--- src/rtl/nv_nvdla_pdp_rdma_eg.sv ---
// PDP RDMA egress: tags each raw read beat with its width position and
// line/surface/cube/split end flags, and forwards it to the PDP core through
// a single output register with valid/ready handshaking.
module nv_nvdla_pdp_rdma_eg (
  input  logic        nvdla_core_clk,
  input  logic        nvdla_core_rst,
  input  logic        reg2dp_op_en,
  input  logic [12:0] reg2dp_cube_in_width,
  input  logic [12:0] reg2dp_cube_in_height,
  input  logic [12:0] reg2dp_surf_num,
  input  logic [7:0]  reg2dp_split_num,
  input  logic [31:0] rd_data_pd,
  input  logic        rd_data_valid,
  output logic        rd_data_ready,
  output logic [45:0] pdp_rdma2dp_pd,
  output logic        pdp_rdma2dp_valid,
  input  logic        pdp_rdma2dp_ready,
  output logic        eg_done
);

  typedef enum logic [1:0] {ST_IDLE, ST_RUN, ST_DRAIN} state_t;

  state_t      state_q, state_d;
  logic        op_en_d1_q, op_en_d1_d;
  logic [12:0] width_q, width_d, height_q, height_d, surf_num_q, surf_num_d;
  logic [7:0]  split_num_q, split_num_d;
  logic [12:0] w_q, w_d, h_q, h_d, surf_q, surf_d;
  logic [7:0]  split_q, split_d;
  logic [45:0] pd_q, pd_d;
  logic        valid_q, valid_d;
  logic        eg_done_q, eg_done_d;

  logic        op_en_rise, rd_ready, load, accept;
  logic        line_end, surf_end, cube_end, split_end;

  // Next-state logic: FSM, counters, output register and done pulse.
  always_comb begin
    state_d     = state_q;
    op_en_d1_d  = reg2dp_op_en;
    width_d     = width_q;
    height_d    = height_q;
    surf_num_d  = surf_num_q;
    split_num_d = split_num_q;
    w_d         = w_q;
    h_d         = h_q;
    surf_d      = surf_q;
    split_d     = split_q;
    pd_d        = pd_q;
    valid_d     = valid_q;
    eg_done_d   = 1'b0;

    op_en_rise = reg2dp_op_en & ~op_en_d1_q;
    rd_ready   = (state_q == ST_RUN) & (~valid_q | pdp_rdma2dp_ready);
    load       = rd_data_valid & rd_ready;
    accept     = valid_q & pdp_rdma2dp_ready;

    // Flags reflect the position of the beat being loaded (pre-increment).
    line_end  = (w_q == width_q);
    surf_end  = line_end & (h_q == height_q);
    cube_end  = surf_end & (surf_q == surf_num_q);
    split_end = cube_end & (split_q == split_num_q);

    case (state_q)
      ST_IDLE: begin
        if (op_en_rise) begin
          state_d     = ST_RUN;
          width_d     = reg2dp_cube_in_width;
          height_d    = reg2dp_cube_in_height;
          surf_num_d  = reg2dp_surf_num;
          split_num_d = reg2dp_split_num;
          w_d         = 13'd0;
          h_d         = 13'd0;
          surf_d      = 13'd0;
          split_d     = 8'd0;
        end
      end
      ST_RUN: begin
        if (load && split_end) begin
          state_d = ST_DRAIN;
        end
      end
      ST_DRAIN: begin
        if (accept) begin
          state_d   = ST_IDLE;
          eg_done_d = 1'b1;
        end
      end
      default: state_d = ST_IDLE;
    endcase

    if (load) begin
      pd_d    = {cube_end, 1'b0, surf_end, line_end, split_end, w_q[8:0], rd_data_pd};
      valid_d = 1'b1;
      // Nested counters: each wraps when it hits its limit and the inner one wraps.
      w_d = line_end ? 13'd0 : w_q + 13'd1;
      if (line_end) begin
        h_d = surf_end ? 13'd0 : h_q + 13'd1;
      end
      if (surf_end) begin
        surf_d = cube_end ? 13'd0 : surf_q + 13'd1;
      end
      if (cube_end) begin
        split_d = split_end ? 8'd0 : split_q + 8'd1;
      end
    end else if (accept) begin
      valid_d = 1'b0;
    end
  end

  // State registers with synchronous active-high reset.
  always_ff @(posedge nvdla_core_clk) begin
    if (nvdla_core_rst) begin
      state_q     <= ST_IDLE;
      op_en_d1_q  <= 1'b0;
      width_q     <= 13'd0;
      height_q    <= 13'd0;
      surf_num_q  <= 13'd0;
      split_num_q <= 8'd0;
      w_q         <= 13'd0;
      h_q         <= 13'd0;
      surf_q      <= 13'd0;
      split_q     <= 8'd0;
      pd_q        <= 46'd0;
      valid_q     <= 1'b0;
      eg_done_q   <= 1'b0;
    end else begin
      state_q     <= state_d;
      op_en_d1_q  <= op_en_d1_d;
      width_q     <= width_d;
      height_q    <= height_d;
      surf_num_q  <= surf_num_d;
      split_num_q <= split_num_d;
      w_q         <= w_d;
      h_q         <= h_d;
      surf_q      <= surf_d;
      split_q     <= split_d;
      pd_q        <= pd_d;
      valid_q     <= valid_d;
      eg_done_q   <= eg_done_d;
    end
  end

  assign rd_data_ready     = rd_ready;
  assign pdp_rdma2dp_pd    = pd_q;
  assign pdp_rdma2dp_valid = valid_q;
  assign eg_done           = eg_done_q;

endmodule

--- config.mk ---
export PLATFORM = sky130hd
export DESIGN_NAME = nv_nvdla_pdp_rdma_eg
export DESIGN_NICKNAME = d
export VERILOG_FILES = /design/src/rtl/nv_nvdla_pdp_rdma_eg.sv
export SDC_FILE = /design/constraint.sdc
export NUM_CORES = 1
export LEC_CHECK = 0
export CAP_MARGIN = 40
export CORE_MARGIN = 2
export CORE_UTILIZATION = 32
export DETAILED_ROUTE_END_ITERATION = 16
export MAX_ROUTING_LAYER = met4
export PLACE_DENSITY = 0.57
export SLEW_MARGIN = 20
export SYNTH_ARGS = -nofsm -noshare
export SYNTH_HDL_FRONTEND = slang
export SYNTH_SLANG_ARGS = --single-unit
--- constraint.sdc ---
create_clock -name nvdla_core_clk -period 2.6 [get_ports nvdla_core_clk]
set_input_delay 0.26 -clock nvdla_core_clk [delete_from_list [all_inputs] [get_ports nvdla_core_clk]]
set_output_delay 0.26 -clock nvdla_core_clk [all_outputs]
set_load 0.05 [all_outputs]
Word-level counts from Yosys, hierarchy flattened:

Cells that the tools add are included.

* input bits: 84
* memories: 0
* word-level logic and storage cells: 72
* output and inout bits: 49
* ROM bits: 0
* bits in latches: 0
* register bits: 144
* memory bits (writable): 0

* shift operators: 0
* bitwise operators: 11
* multiply operators: 0
* div/mod/pow operators: 0
* $add $sub $neg: 4
* equal/unequal tests: 9
* reductions and logical operators: 9
* order comparisons: 0
* mux-type cells: 26

Operators with widths (count)
* 2-to-1 mux 13 bit: 14
* 2-to-1 mux 8 bit: 5
* adder 13 x 1 -> 13 bit (second input constant): 3
* equality test 13 bit: 3
* adder 8 x 1 -> 8 bit (second input constant): 1
* equality test 8 bit: 1
* AND 1 bit: 7
* 2-to-1 mux 2 bit: 3
* one-hot mux 2 bit (3 select lines): 1
* nonzero test 2 bit: 3
* != test 2 bit (second input constant): 2
* AND reduction 2 bit: 2
* 2-to-1 mux 1 bit: 3
* inverter 1 bit: 3
* AND reduction 3 bit: 1
* equality test 2 x 1 -> 1 bit (second input constant): 1
* equality test 2 bit (second input constant): 1
* logical NOT 2 bit: 1
* != test 2 x 1 -> 1 bit (second input constant): 1
* OR reduction 2 bit: 1
* logical AND 1 bit: 1
* OR 1 bit: 1

Longest topological paths before layout:

Gate-level depths: netlist of run 1.

* word-level depth: 7
* gate-level depth with buffers: 9
* depth with buffers taken out: 7

Least setup slack after synthesis of run 1:

Ideal clock, no wire load.

* kind: register to register
* start: register h_q[3]
* end: register split_q[5]
* required time: 2.514 ns
* path buffers: 0
* arrival time: 2.194 ns
* period minus slack after synthesis: 2.279 ns
* setup slack: 0.321 ns
* stages on the path, launching flop included: 7
* setup time: 0.086 ns
* cell sequence: dfxtp_1 xor2_1 nor4_2 nand4_2 or4b_1 or4_1 a211oi_1

* longest elaborated chain between the ends: 7

RTL lines
* start, declared: RTL line 27 `logic [12:0] w_q, w_d, h_q, h_d, surf_q, surf_d;`
* start signal, assigned: RTL line 120 `h_q <= 13'd0;`
* start signal, assigned: RTL line 134 `h_q <= h_d;`
* equality test 13 bit *: RTL line 59 `surf_end = line_end & (h_q == height_q);`
* AND 1 bit *: RTL line 59
* AND 1 bit *: RTL line 60 `cube_end = surf_end & (surf_q == surf_num_q);`
* AND 1 bit: RTL line 61 `split_end = cube_end & (split_q == split_num_q);`
* 2-to-1 mux 8 bit: RTL line 103 `split_d = split_end ? 8'd0 : split_q + 8'd1;`
* 2-to-1 mux 8 bit *: RTL line 102 `if (cube_end) begin`
* 2-to-1 mux 8 bit *: RTL line 91 `if (load) begin`
* end signal, assigned: RTL line 136 `split_q <= split_d;`
* end, declared: RTL line 28 `logic [7:0] split_q, split_d;`

Every way passes the cells marked *; elsewhere a longest branch is shown, timed or not.
A chain may end at the register's enable or synchronous reset.

Final worst setup path of run 1:

* start: register state_q[0]
* end: register split_q[5]

* longest elaborated chain between the ends: 4
* elaborated cells on any way between the ends: 7
* classes of those cells: eq/ne: 1; mux: 3; bitwise: 2; reduce/logical: 1

RTL lines
* start, declared: RTL line 23 `state_t state_q, state_d;`
* start signal, assigned: RTL line 127 `state_q <= state_d;`
* equality test 2 x 1 -> 1 bit or logical NOT 2 bit (tied branches): RTL line 53, 63
* AND 1 bit or 2-to-1 mux 8 bit (tied branches): RTL line 53, 63
* AND 1 bit or 2-to-1 mux 8 bit (tied branches): RTL line 54, 102
* 2-to-1 mux 8 bit *: RTL line 91

Marks and branches as above.

==> results of run 1 <==
==> layout make-up <==
class / instances / area (um^2) / share of cell area
inverters: 3 / 11.3 / 0.00129
multi-input cells: 628 / 3360 / 0.385
clock inverters: 12 / 160 / 0.0183
repair buffers: 160 / 1540 / 0.176
flip-flops and latches: 144 / 2880 / 0.330
clock buffers: 20 / 447 / 0.0511
well taps: 265 / 332 / 0.0380
==> layer usage <==
layer | vias to the layer above | wire length, um | global-route usage
met1 | 2734 | 8270 | 0.227
met5 | - | 0 | -
met3 | 19 | 712 | 0.0323
met4 | 0 | 260 | 0.0608
met2 | 111 | 8370 | 0.266
li1 | 3110 | - | -
==> worst max-delay path: cells and delay by family, from the launching register on <==
family,cells,cell delay (ns)
and+or+nand+nor,5,1.69
AOI/OAI and AO/OA,1,0.22
DFF,1,0.40
==> per-stage QoR <==
step                      instances  hold slack (ns)  power [mW]  area [um^2]
final                          1232            0.238        5.63         8730
after global routing           1232            0.243        5.88         8730
after CTS                      1232            0.235        5.69         8710
after detailed placement       1200            0.446        3.17         8110
after global placement         1199            0.441        3.17         8100
after floorplan                 829            0.388        2.82         6440
==> cell usage in the layout (no fill, tap or decap), types with 3 or more instances in the layout <==
cell             instances
nand2_1                230
dfxtp_1                143
clkdlybuf4s50_1        129
a21oi_1                113
nand3_1                 38
nor2_1                  30
buf_4                   30
xnor2_1                 24
xor2_1                  19
clkbuf_16               17
nor2b_1                 16
nand4_1                 15
nor3_1                  14
o2111ai_1               13
a31oi_1                 12
and2_1                  10
o21ai_0                 10
or4_1                    9
o211ai_1                 7
nand2b_1                 6
and3_1                   6
clkinv_4                 5
nor4_1                   4
or2_2                    4
a211oi_1                 4
a311oi_1                 4
ha_1                     4
nand4b_1                 3
o21a_1                   3
bufinv_16                3
==> cells by family after synthesis <==
kind of cell | count (synthesis) | synth area share
AO/OA/AOI/OAI | 172 | 0.154
XOR/XNOR | 44 | 0.0610
adder cells (fa/ha/maj) | 4 | 0.00777
buffers and inverters | 57 | 0.0342
flip-flops | 144 | 0.448
multiplexers | 1 | 0.00155
other | 1 | 0.000583
AND/OR/NAND/NOR | 406 | 0.293
==> registers in the layout (all words and copies together) (netlist names) <==
signal,count
pdp_rdma2dp_pd,45
h_q,13
height_q,13
surf_num_q,13
surf_q,13
w_q,13
width_q,13
split_num_q,8
split_q,8
state_q,2
eg_done,1
op_en_d1_q,1
pdp_rdma2dp_valid,1
==> timing repair <==
item	CTS	global route
hold buffers	0	0
setup endpoints to repair	0	14
hold endpoints to repair	0	0
resized for setup	0	5
==> final timing paths <==
path	startpoint	to	slack [ns]
worst max-delay path	state_q[0]$_SDFFE_PP0P_	split_q[5]$_SDFF_PP0_	0.21
worst max register to register	state_q[0]$_SDFFE_PP0P_	split_q[5]$_SDFF_PP0_	0.21
worst min-delay path	nvdla_core_rst	surf_q[4]$_SDFF_PP0_	0.24
worst min register to register	pdp_rdma2dp_pd[39]$_SDFFE_PP0P_	pdp_rdma2dp_pd[39]$_SDFFE_PP0P_	0.45
==> power by group <==
group	switching, mW	total (mW)	internal, mW
Clock	0.968	2.51	1.54
Sequential	0.0542	2.34	2.28
Combinational	0.463	0.781	0.318
Total	1.48	5.63	4.14
==> impl_metrics.csv, run 1 <==
group,metric,value,unit
timing,final.min_clock_period,2.39,ns
finish,area_delta_synth_final,35.7,%
logic_synthesis,syn-instance-count,829,
logic_synthesis,synthFlopType,"dfxtp_1",
critical_path,arrival_time_at_the_worst_endpoint,2.73,ns
power_and_ir_drop,irDropWorstVdd,451,uV
timing,setup_violations,0,
die,die_h,146,um
logic_synthesis,synth_largest_type_area_fraction,0.448,
timing,number_of_max_slew_violations_in_the_final_report,0,
timing,layout_setup_ws,0.212,ns
timing,unrepaired_setup_endpoints_after_global_routing,"no",
clock_tree,tritoncts_clock_tree,"built",
logic_synthesis,synth_area_leaders,"dfxtp_1 (45%), nand2_1 (13%), a21oi_1 (8.8%)",
logic_synthesis,syn_area,0.00644,mm^2
logic_synthesis,netlist_top_cells_count,"nand2_1 (231), dfxtp_1 (144), a21oi_1 (113)",
grt,vias_in_the_first_global_route,5632,
placement,placement.setup.worst_slack,0.0158,ns
logic_synthesis,synthesis.nets,917,
timing,timing_worst_slew_pin_value,0.694,ns
clock_tree,cts_buffers,17,
critical_path,worstRegToRegCells,6,
finish,insertedDiodeCount,0,
placement,globalplace.congestion,0.819,
worst_hold_path,holdPathStages,4,
die,core_area,0.0196,mm^2
timing,worst_slew_margin_rel,0.536,
finish,fin_util,0.446,
finish,final.fill_count,2008,
critical_path,kind_of_launch_point_of_the_worst_setup_path,"register",
power_and_ir_drop,power.static_leakage,3.10,nW
clock_tree,cts.root.buffer_cell,"clkbuf_16",
timing,hold_viol,0,
critical_path,cp_slowest_cell,"or4_1",
outcome,outcome,"complete, no violations",
routing,final_antenna_net_count,0,
grt,grt_max_degree,132,
power_and_ir_drop,pwr_density,644,mW/mm^2
routing,drt-wirelength-per-cell,14.3,um
routing,routed_via_density,4.85,
placement,place_hpwl,12.1,mm
clock_tree,clock_latency,0.43,ns
timing,setup-tns-final,0,ns
critical_path,timing.critical_path.cells,"nor2b_1, nand3_2, nor3_1, or4b_1, or4_1, a211oi_1",
finish,drive_gt1_frac,0.0807,
logic_synthesis,yosys_register_bits,144,
critical_path,slowest_delay,0.53,ns
die,i_o_pins,133,
clock_tree,cts_setup_buffers,0,
logic_synthesis,async_reset_ff_frac,0,
grt,grt_overflow,0,
routing,wl,17.6,mm
grt,antenna_found_initial,0,
logic_synthesis,yosysWarningCount,0,
logic_synthesis,yosysTopAreaCell,"dfxtp_1",
routing,drt_iter0_markers,409,
logic_synthesis,netlist-cell-type-count,51,
logic_synthesis,synth_enable_flop_cells,0,
routing,detail_route.drc_violations,0,
placement,number_of_input_and_output_port_buffers_inserted,131,
clock_tree,htree_num_levels,4,
logic_synthesis,share_of_synthesized_area_occupied_by_flip_flops_and_latches,0.448,
timing,fmaxAchievable,0.419,GHz
logic_synthesis,synth.avg_cell_area,7.77,um^2
die,die_x,146,um
clock_tree,cts-root-to-sink-buffers,2,
critical_path,crit_path_end_kind,"register",
critical_path,critical_path_peak_fanout,5,
worst_hold_path,worstHoldPathType,"input port to register",
routing,detailroute.via_count,5974,
clock_tree,clock_sinks,144,
flow_run,timing.max_cap.violations,0,
finish,finalNetCount,1042,
timing,final_min_period_over_clock_period,0.919,
grt,wire_length_of_the_first_global_routing_pass,29.2,mm
timing,clock-skew-final,0.0105,ns
die,num_rows,51,
die,fp.dieArea,0.0213,mm^2
logic_synthesis,synth.most_common_cell,"nand2_1",
critical_path,required_arrival_time_at_the_worst_endpoint,2.94,ns
routing,detailedRoute.firstPassIterationCount,4,
die,start_util,0.329,
critical_path,path_type_of_the_worst_setup_path,"register to register",
grt,grt_usage,0.172,
clock_tree,cts.reportedPaths.clkPinSlew,0.06,ns
No activity file was read; power rests on OpenSTA's default activity.
==> inputs of run 2 (changes only) <==
--- a/config.mk
+++ b/config.mk
@@ -8,6 +8,7 @@
 export CAP_MARGIN = 40
 export CORE_MARGIN = 2
 export CORE_UTILIZATION = 32
+export CTS_CLUSTER_SIZE = 8
 export DETAILED_ROUTE_END_ITERATION = 16
 export MAX_ROUTING_LAYER = met4
 export PLACE_DENSITY = 0.57
==> results of run 2 <==
Final layout, timing and power as in run 1 (identical DEF).
